`src/rtl/demod_pkg.sv`:
```
// Shared types for the IQ demodulator control block: demod mode select and controller FSM state.
package demod_pkg;

   typedef enum logic [1:0] {
      MODE_AM      = 2'd0,
      MODE_PM      = 2'd1,
      MODE_FM      = 2'd2,
      MODE_ILLEGAL = 2'd3
   } mode_e;

   typedef enum logic [1:0] {
      StIdle   = 2'd0,
      StFlush  = 2'd1,
      StSettle = 2'd2,
      StRun    = 2'd3
   } state_e;

endpackage

```
`src/rtl/demod_ctrl.sv`:
```
// Configuration/sequencing controller for one IQ demodulator channel.
// Optional squelch output is built when DEMOD_CTRL_SQUELCH_EN is defined.
module demod_ctrl
   import demod_pkg::*;
#(
   parameter int unsigned PHASE_WIDTH    = 32,
   parameter int unsigned OUTPUT_WIDTH   = 12,
   parameter int unsigned FLUSH_CYCLES   = 8,
   parameter int unsigned SETTLE_SAMPLES = 64
) (
   input  logic                    clk_in,
   input  logic                    RST,
   input  logic                    cfg_valid,
   output logic                    cfg_ready,
   input  logic [PHASE_WIDTH-1:0]  cfg_fre_word,
   input  logic [15:0]             cfg_factor,
   input  logic [1:0]              cfg_mode,
   output logic                    demod_rst,
   output logic [PHASE_WIDTH-1:0]  demod_fre_word,
   output logic [15:0]             demod_factor,
   input  logic                    sample_stb,
   input  logic [OUTPUT_WIDTH-1:0] am_in,
   input  logic [OUTPUT_WIDTH-1:0] pm_in,
   input  logic [OUTPUT_WIDTH-1:0] fm_in,
`ifdef DEMOD_CTRL_SQUELCH_EN
   input  logic [OUTPUT_WIDTH-1:0] sq_thresh,
   output logic                    squelch,
`endif
   output logic [OUTPUT_WIDTH-1:0] dout,
   output logic                    dout_valid,
   output logic                    locked,
   output logic                    cfg_err
);

   localparam int unsigned FlushW  = $clog2(FLUSH_CYCLES) + 1;
   localparam int unsigned SettleW = $clog2(SETTLE_SAMPLES) + 1;
   localparam logic [FlushW-1:0]  FlushLast  = FlushW'(FLUSH_CYCLES - 1);
   localparam logic [SettleW-1:0] SettleLast = SettleW'(SETTLE_SAMPLES - 1);

   state_e                  r_state, w_state_d;
   mode_e                   r_mode;
   logic [PHASE_WIDTH-1:0]  r_fre_word;
   logic [15:0]             r_factor;
   logic [FlushW-1:0]       r_flush_cnt, w_flush_cnt_d;
   logic [SettleW-1:0]      r_settle_cnt, w_settle_cnt_d;
   logic [OUTPUT_WIDTH-1:0] r_dout, w_dout_d, w_mux;
   logic                    r_dout_valid, w_dout_valid_d;
   logic                    r_cfg_err;
   logic                    w_handshake, w_accept, w_reject;
`ifdef DEMOD_CTRL_SQUELCH_EN
   logic                    r_squelch, w_squelch_d;
`endif

   assign cfg_ready   = (r_state != StFlush);
   assign w_handshake = cfg_valid & cfg_ready;
   assign w_accept    = w_handshake & (cfg_mode != MODE_ILLEGAL);
   assign w_reject    = w_handshake & (cfg_mode == MODE_ILLEGAL);

   always_comb begin
      w_mux = '0;
      unique case (r_mode)
         MODE_AM: w_mux = am_in;
         MODE_PM: w_mux = pm_in;
         MODE_FM: w_mux = fm_in;
         default: w_mux = '0;
      endcase
   end

   always_comb begin
      w_state_d      = r_state;
      w_flush_cnt_d  = r_flush_cnt;
      w_settle_cnt_d = r_settle_cnt;
      w_dout_d       = r_dout;
      w_dout_valid_d = 1'b0;
`ifdef DEMOD_CTRL_SQUELCH_EN
      w_squelch_d    = r_squelch;
`endif
      unique case (r_state)
         StIdle: ;
         StFlush: begin
`ifdef DEMOD_CTRL_SQUELCH_EN
            w_squelch_d = 1'b0;
`endif
            if (r_flush_cnt == '0) begin
               w_state_d      = StSettle;
               w_settle_cnt_d = '0;
            end else begin
               w_flush_cnt_d = r_flush_cnt - 1'b1;
            end
         end
         StSettle: begin
            // The strobe that completes settling is still discarded.
            if (sample_stb) begin
               if (r_settle_cnt == SettleLast) w_state_d = StRun;
               else w_settle_cnt_d = r_settle_cnt + 1'b1;
            end
         end
         StRun: begin
            if (sample_stb) begin
               w_dout_valid_d = 1'b1;
`ifdef DEMOD_CTRL_SQUELCH_EN
               if (am_in < sq_thresh) begin
                  w_dout_d    = '0;
                  w_squelch_d = 1'b1;
               end else begin
                  w_dout_d    = w_mux;
                  w_squelch_d = 1'b0;
               end
`else
               w_dout_d = w_mux;
`endif
            end
         end
         default: w_state_d = StIdle;
      endcase
      // A new configuration always wins; any coincident strobe is dropped.
      if (w_accept) begin
         w_state_d      = StFlush;
         w_flush_cnt_d  = FlushLast;
         w_dout_d       = r_dout;
         w_dout_valid_d = 1'b0;
`ifdef DEMOD_CTRL_SQUELCH_EN
         w_squelch_d    = 1'b0;
`endif
      end
   end

   always_ff @(posedge clk_in or negedge RST) begin
      if (!RST) begin
         r_state <= StIdle;
      end else begin
         r_state <= w_state_d;
      end
   end

   always_ff @(posedge clk_in or negedge RST) begin
      if (!RST) begin
         r_mode       <= MODE_AM;
         r_fre_word   <= '0;
         r_factor     <= '0;
         r_flush_cnt  <= '0;
         r_settle_cnt <= '0;
         r_dout       <= '0;
         r_dout_valid <= 1'b0;
         r_cfg_err    <= 1'b0;
`ifdef DEMOD_CTRL_SQUELCH_EN
         r_squelch    <= 1'b0;
`endif
      end else begin
         if (w_accept) begin
            r_mode     <= mode_e'(cfg_mode);
            r_fre_word <= cfg_fre_word;
            r_factor   <= cfg_factor;
         end
         r_flush_cnt  <= w_flush_cnt_d;
         r_settle_cnt <= w_settle_cnt_d;
         r_dout       <= w_dout_d;
         r_dout_valid <= w_dout_valid_d;
         r_cfg_err    <= w_reject;
`ifdef DEMOD_CTRL_SQUELCH_EN
         r_squelch    <= w_squelch_d;
`endif
      end
   end

   assign demod_rst      = (r_state == StIdle) || (r_state == StFlush);
   assign demod_fre_word = r_fre_word;
   assign demod_factor   = r_factor;
   assign dout           = r_dout;
   assign dout_valid     = r_dout_valid;
   assign locked         = (r_state == StRun);
   assign cfg_err        = r_cfg_err;
`ifdef DEMOD_CTRL_SQUELCH_EN
   assign squelch        = r_squelch;
`endif

endmodule

```
`config.mk`:
```
export PLATFORM = sky130hd
export DESIGN_NAME = demod_ctrl
export DESIGN_NICKNAME = d
export VERILOG_FILES = /design/src/rtl/demod_pkg.sv /design/src/rtl/demod_ctrl.sv
export SDC_FILE = /design/constraint.sdc
export NUM_CORES = 1
export LEC_CHECK = 0
export ABC_CLOCK_PERIOD_IN_PS = 1900
export CORE_MARGIN = 8
export CORE_UTILIZATION = 37
export DETAILED_ROUTE_END_ITERATION = 8
export MAX_ROUTING_LAYER = met4
export PLACE_DENSITY = 0.75
export SLEW_MARGIN = 20
export SYNTH_ARGS = -nofsm -noshare
export SYNTH_HDL_FRONTEND = slang
export SYNTH_SLANG_ARGS = --single-unit
```
`constraint.sdc`:
```
create_clock -name clk_in -period 1.9 [get_ports clk_in]
set_clock_uncertainty 0.2 [all_clocks]
set_input_delay 0.285 -clock clk_in [delete_from_list [all_inputs] [get_ports clk_in]]
set_output_delay 0.285 -clock clk_in [all_outputs]
set_load 0.01 [all_outputs]
```
==> results.toml, run 1 <==
[critical_path]
critical_path.top_delay_family = "simple AND/OR/NAND/NOR gates"
start_kind = "register"
timing.critical_path.cells = "inv_2 > ha_4 > or3b_4 > a2bb2oi_4 > or4_1 > o21ai_1"
crit_type = "reg2reg"
critPathBufInv = 1
worst_ep_required_time_ns = 1.96
critPathMaxStageDelay_ns = 0.46
cp-end-kind = "register"
worstSetupStartpoint = "r_flush_cnt[1]"
r2r_start = "r_flush_cnt[1]"
cp.arrival_ns = 2.06
cp_slowest_cell = "or4_1"
critPathMaxFanout = 6

[floorplanning]
die_h_um = 110.4
std_cell_rows = 34
start_util = 0.3798
die_w_um = 110.4
die_area_mm2 = 0.01218
ioPinCount = 155
coreArea_mm2 = 0.008678

[clocking]
clk_pin_slew_ns = 0.09
cts.sinks = 77
cts_tree = "built"
cts.htree.levels = 3
clk_root_buffer_cell = "clkbuf_8"
clock_latency_ns = 0.33
cts_buffers = 9
cts_buffer_depth = 2

[routing]
postRouteAntennaNets = 0
drt-wirelength-per-cell_um = 16.75
vias = 2693
drt_wl_total_mm = 9.363
first_pass_iters = 4
post-route-drc-count = 0
drt_iter0_drc = 119
vias_per_cell = 4.818

[status]
status = "finished, violations left"
failed_checks = "setup timing"

[cells_and_area]
final_util = 0.6176
multi_input_area_mm2 = 0.001346
area_delta_synth_final_pct = 62.64
nNetsFinal = 538
fill_cells = 718
drive_gt1_frac = 0.2195
fin_area_mm2 = 0.005360
register_area_mm2 = 0.001927
antenna_cells = 0
fin_cells = 559

[place]
port_buffers = 154
place_congestion = 0.7589
placed_area_mm2 = 0.005106
place_inst = 538
hpwl_mm = 7.009

[sta]
slew_headroom = 0.7221
hold_violations = 0
tightestPinTransition_ns = 0.4168
slew_viol_final = 0
fin_ws_ns = -0.1025
finalCritPeriodShare = 1.054
fin_crit_ns = 2.002
rsz0062_at_grt = "yes"
setup_violations = 5
fmax_mhz = 499.4
holdWs_ns = 0.2950

[global_routing]
antenna_found_initial = 0
overflow = 0
grt_pass1_wl_mm = 14.50
grt_pass1_vias = 2849
grt_max_degree = 78
grt_use_total = 0.1567

[synth]
yosysWarningCount = 0
syn_inst = 269
syn_area_mm2 = 0.003296
syn-num-nets = 361
ys_ff_latch = 77
ys_seq_area_frac = 0.5847
synthDistinctLibCells = 41
synth_top_cell_by_area = "dfrtp_1"
synth_area_per_cell_um2 = 12.25
yosysTopAreaCellShare = 0.5847
yosys-top-cells-area = "dfrtp_1 58%, mux2_2 14%, a21oi_1 4.1%"

[pwr]
p_leak_uw = 0.002274
peakVddDrop_v = 0.0009920
power_density_mw_per_mm2 = 1536

[worst_hold_path]
min_from = "demod_fre_word[20]"
hp-class = "reg2reg"

[job]
max-cap-violations = 0
-- metrics by stage --
step	worst slack, ns	power (uW)	setup TNS [ns]
finish	-0.1025	8235	-0.3243
global route	-0.1859	8815	-0.6381
CTS	-0.08068	8326	-0.2198
detailed placement	-0.1144	7094	-0.7751
global placement	-0.06386	6951	-0.1225
floorplan	-0.05872	4838	-0.09974
-- cells in the mapped netlist (all sizes together) --
cell      n
inv       6
o22a      2
mux2     48
o31ai     1
a211o     1
and3      2
o21ai     3
mux2i    12
nor4b     1
a2bb2oi   1
or4       3
a21oi    27
a21boi    1
o211ai    1
ha        2
nor2     32
nand3     9
or3       1
dfrtp    77
o2111ai   1
o311ai    1
o311a     1
and2b     1
or2       1
nor3      1
nand3b    1
or3b      1
nand2    12
nor2b     1
clkbuf    5
nand4b    1
and2      2
buf       7
o41ai     1
xnor2     2
-- report_power, final --
part / internal, uW / switching, uW / total (uW)
Clock: 505 / 592 / 1100
Combinational: 2500 / 1780 / 4280
Sequential: 2430 / 425 / 2860
-- cells in the final DEF, fill, tap and decap left out, types with 3 or more instances in the layout --
master / synthesis / routed
nor2_1: 32 / 30
buf_12: 0 / 3
mux2_2: 42 / 42
clkinv_2: 0 / 3
a21oi_1: 27 / 25
clkbuf_8: 0 / 10
clkdlybuf4s50_1: 0 / 150
mux2i_1: 12 / 12
dfrtp_1: 77 / 77
buf_4: 0 / 20
or4_1: 3 / 3
nand2_1: 12 / 12
nand3_1: 8 / 8
mux2_1: 6 / 6
inv_2: 2 / 3
-- cell type report --
| type | instances | area share |
|---|---|---|
| flip-flops and latches | 77 | 0.3595 |
| clock buffers | 10 | 0.02568 |
| inverters | 6 | 0.004669 |
| multi-input cells | 175 | 0.2512 |
| repair buffers | 177 | 0.3266 |
| clock inverters | 6 | 0.007236 |
| well taps | 108 | 0.02521 |
-- cells by family (layout without fill, tap and decap cells) --
| family | count (synthesis) | count (layout) | synth area share |
|---|---|---|---|
| xor gates and xnor gates | 2 | 2 | 0.005316 |
| and+or+nand+nor | 69 | 69 | 0.1010 |
| AOI/OAI and AO/OA | 41 | 42 | 0.07593 |
| buffers and inverters | 18 | 199 | 0.02506 |
| muxes | 60 | 60 | 0.2005 |
| adders and majority gates | 2 | 2 | 0.007592 |
| DFF | 77 | 77 | 0.5847 |
-- worst reg2reg max path: stages, from the launching register on --
cell       delay (ns)
dfrtp_1          0.40
inv_2            0.08
ha_4             0.13
or3b_4           0.41
a2bb2oi_4        0.17
or4_1            0.46
o21ai_1          0.09
-- state kept, by name, summed over array words and instances, names as in the netlist --
register	flops
cfg_err	1
demod_factor	16
demod_fre_word	32
dout	12
dout_valid	1
r_flush_cnt	4
r_mode	2
r_settle_cnt	7
r_state	2
-- worst paths after layout --
| kind | endpoint | slack [ns] | cells after the start |
|---|---|---|---|
| worst max-delay path | r_settle_cnt[3] | -0.10 | 6 |
| worst min-delay path | demod_fre_word[20] | 0.29 | 1 |
| worst max register to register | r_settle_cnt[3] | -0.10 | 6 |
| worst min register to register | demod_fre_word[20] | 0.29 | 1 |
| max in group asynchronous | r_flush_cnt[2] | 0.85 | 3 |
| min in group asynchronous | dout[5] | 0.31 | 3 |
-- routing by layer --
layer / vias up / part of all wire / track usage
met3: 7 / 0.083 / 0.04012
li1: 1307 / - / -
met1: 1273 / 0.42 / 0.1947
met5: - / 0 / -
met2: 106 / 0.49 / 0.2494
met4: 0 / 0.0069 / 0.03996
-- timing repair --
action / 4_1_cts / 5_1_grt
buffers inserted: 3 / 0
endpoints found under the setup margin: 9 / 9
gates cloned: 1 / 0
pin swaps: 4 / 1
resized for setup: 7 / 6
hold buffers: 1 / 0
hold endpoints to repair: 77 / 0
No activity file was read; power rests on OpenSTA's default activity.
==> run 2, diff against run 1 <==
--- a/config.mk
+++ b/config.mk
@@ -6,7 +6,6 @@
 export NUM_CORES = 1
 export LEC_CHECK = 0
 export ABC_CLOCK_PERIOD_IN_PS = 1900
-export CORE_MARGIN = 8
 export CORE_UTILIZATION = 37
 export DETAILED_ROUTE_END_ITERATION = 8
 export MAX_ROUTING_LAYER = met4
@@ -15,3 +14,4 @@
 export SYNTH_ARGS = -nofsm -noshare
 export SYNTH_HDL_FRONTEND = slang
 export SYNTH_SLANG_ARGS = --single-unit
+export TNS_END_PERCENT = 100
==> run 2 against run 1 <==
  * The run still ends with setup timing left
  * Sequential share of layout area is 0.32 points lower
  * Register-to-register slack worse by 0.02 ns
  * Sequential power hardly changed
  * Die area is 24% lower
  * Worst setup slack worse by 0.019 ns
  * Maximum frequency is 0.95% lower
  * Power is 0.51% higher
  * Global-route usage is 2.5 points higher
  * Count of clock-buffer cells in the layout stayed put
  * Largest power group unchanged
  * Highest routed layer unchanged
==> results.toml, run 2 (same netlist as run 1, synthesis figures left out) <==
[routing]
drt_wl_total_mm = 8.407
first_pass_iters = 4
postRouteAntennaNets = 0
drt-wirelength-per-cell_um = 14.91
drt_iter0_drc = 36
vias = 2733
vias_per_cell = 4.846
post-route-drc-count = 0

[clocking]
clk_pin_slew_ns = 0.08
clock_latency_ns = 0.33
cts_tree = "built"
cts.sinks = 77
cts_buffers = 9
cts_buffer_depth = 2
clk_root_buffer_cell = "clkbuf_8"
cts.htree.levels = 3

[pwr]
p_leak_uw = 0.002301
power_density_mw_per_mm2 = 1530
peakVddDrop_v = 0.0007595
finalPower_uw = 8277

[cells_and_area]
final_util = 0.6233
fin_cells = 564
layout_common_cells = "150 x clkdlybuf4s50_1, 77 x dfrtp_1, 42 x mux2_2"
fill_cells = 698
final_common_cell = "clkdlybuf4s50_1"
drive_gt1_frac = 0.2303
multi_input_area_mm2 = 0.001360
largest_reg_flops = 32
area_delta_synth_final_pct = 64.12
nNetsFinal = 543
register_area_mm2 = 0.001927
antenna_cells = 0

[critical_path]
crit_type = "reg2reg"
start_kind = "register"
cp-end-kind = "register"
critPathMaxFanout = 6
regToRegSetupSlack_ns = -0.12
worst_ep_required_time_ns = 1.97
reg2regPathDepth = 6
cp.arrival_ns = 2.09

[status]
status = "finished, violations left"
failed_checks = "setup timing"

[sta]
finalCritPeriodShare = 1.064
fmax_mhz = 494.7
setup_violations = 8
fin_ws_ns = -0.1216
hold_violations = 0
slew_viol_final = 0
rsz0062_at_grt = "yes"
slew_headroom = 0.7838
fin_crit_ns = 2.022
tightestPinTransition_ns = 0.3218

[floorplanning]
std_cell_rows = 34
ioPinCount = 155
die_h_um = 96.38
coreArea_mm2 = 0.008678
die_area_mm2 = 0.009288
start_util = 0.3798
die_w_um = 96.38

[place]
hpwl_mm = 6.110
port_buffers = 154
place_inst = 541
post-place-ws_ns = -0.1155
place_congestion = 0.7893

[global_routing]
grt_max_degree = 43
overflow = 0
antenna_found_initial = 0
grt_pass1_wl_mm = 12.43
grt_pass1_vias = 2671
grt_use_total = 0.1813

[job]
max-cap-violations = 0

[worst_hold_path]
hp-class = "in2async"
-- run 2: changes by cell type in the layout (fill, tap and decap cells not counted) --
cell             before  now
nand2_4               0    1
clkdlybuf4s15_2       1    0
and2b_4               0    1
buf_4                20   25
nand3_2               1    2
nand3_1               8    7
nand2_1              12   11
dlygate4sd2_1         2    3
and2b_2               1    0
-- run 2: critical path, cell delays in order (launching register included) --
cell,delay (ns)
dfrtp_1,0.40
inv_2,0.08
ha_4,0.12
or3b_4,0.41
a2bb2oi_4,0.18
or4_1,0.46
o21ai_1,0.09
-- run 2: area by class of cell --
cell class	instances	area share
clock buffers	10	0.02545
multi-input cells	175	0.2514
flip-flops and latches	77	0.3562
repair buffers	182	0.3301
inverters	6	0.004626
well taps	108	0.02498
clock inverters	6	0.007171
-- run 2: through the flow --
step | hold slack, ns | instance area [um^2] | setup TNS, ns
4_1_cts | 0.1452 | 5379 | -0.1761
3_3_place_gp | -0.03466 | 5129 | -0.09936
2_1_floorplan | -0.2106 | 3308 | -0.09974
3_5_place_dp | -0.03359 | 5129 | -0.9366
6_report | 0.1497 | 5409 | -0.3690
5_1_grt | 0.1487 | 5409 | -0.7670
-- run 2: worst paths after layout --
check                                start                 end
setup / recovery            r_flush_cnt[1]     r_settle_cnt[3]
hold / removal                         RST            dout[10]
setup reg to reg            r_flush_cnt[1]     r_settle_cnt[3]
hold reg to reg            demod_factor[7]     demod_factor[7]
max in group asynchronous              RST  demod_fre_word[12]
min in group clk_in        demod_factor[7]     demod_factor[7]
-- run 2: report_power, final --
part,internal [uW],total [uW],switching (uW)
Combinational,2560,4320,1760
Sequential,2430,2850,420
Clock,505,1100,593
-- run 2: routing by layer --
layer / routed length, um / vias up / global-route usage / part of all wire
met1: 3482 / 1301 / 0.2167 / 0.41
li1: - / 1313 / - / -
met2: 4131 / 111 / 0.2996 / 0.49
met3: 735 / 8 / 0.05086 / 0.087
met4: 58 / 0 / 0.05392 / 0.0069
met5: 0 / - / - / 0
-- run 2: what timing repair did --
item                                    in CTS  in global routing
pin swaps                                    4                  1
setup buffers                                4                  1
endpoints found under the setup margin       9                 12
gates cloned                                 1                  0
hold endpoints to repair                    77                  0
gates resized for setup                      7                  8
hold buffers                                 1                  0
==> run 3, diff against run 2 <==
--- a/config.mk
+++ b/config.mk
@@ -7,6 +7,7 @@
 export LEC_CHECK = 0
 export ABC_CLOCK_PERIOD_IN_PS = 1900
 export CORE_UTILIZATION = 37
+export CTS_CLUSTER_SIZE = 40
 export DETAILED_ROUTE_END_ITERATION = 8
 export MAX_ROUTING_LAYER = met4
 export PLACE_DENSITY = 0.75
==> results of run 3 <==
The final DEF is identical to that of run 2; final timing and power are the same.
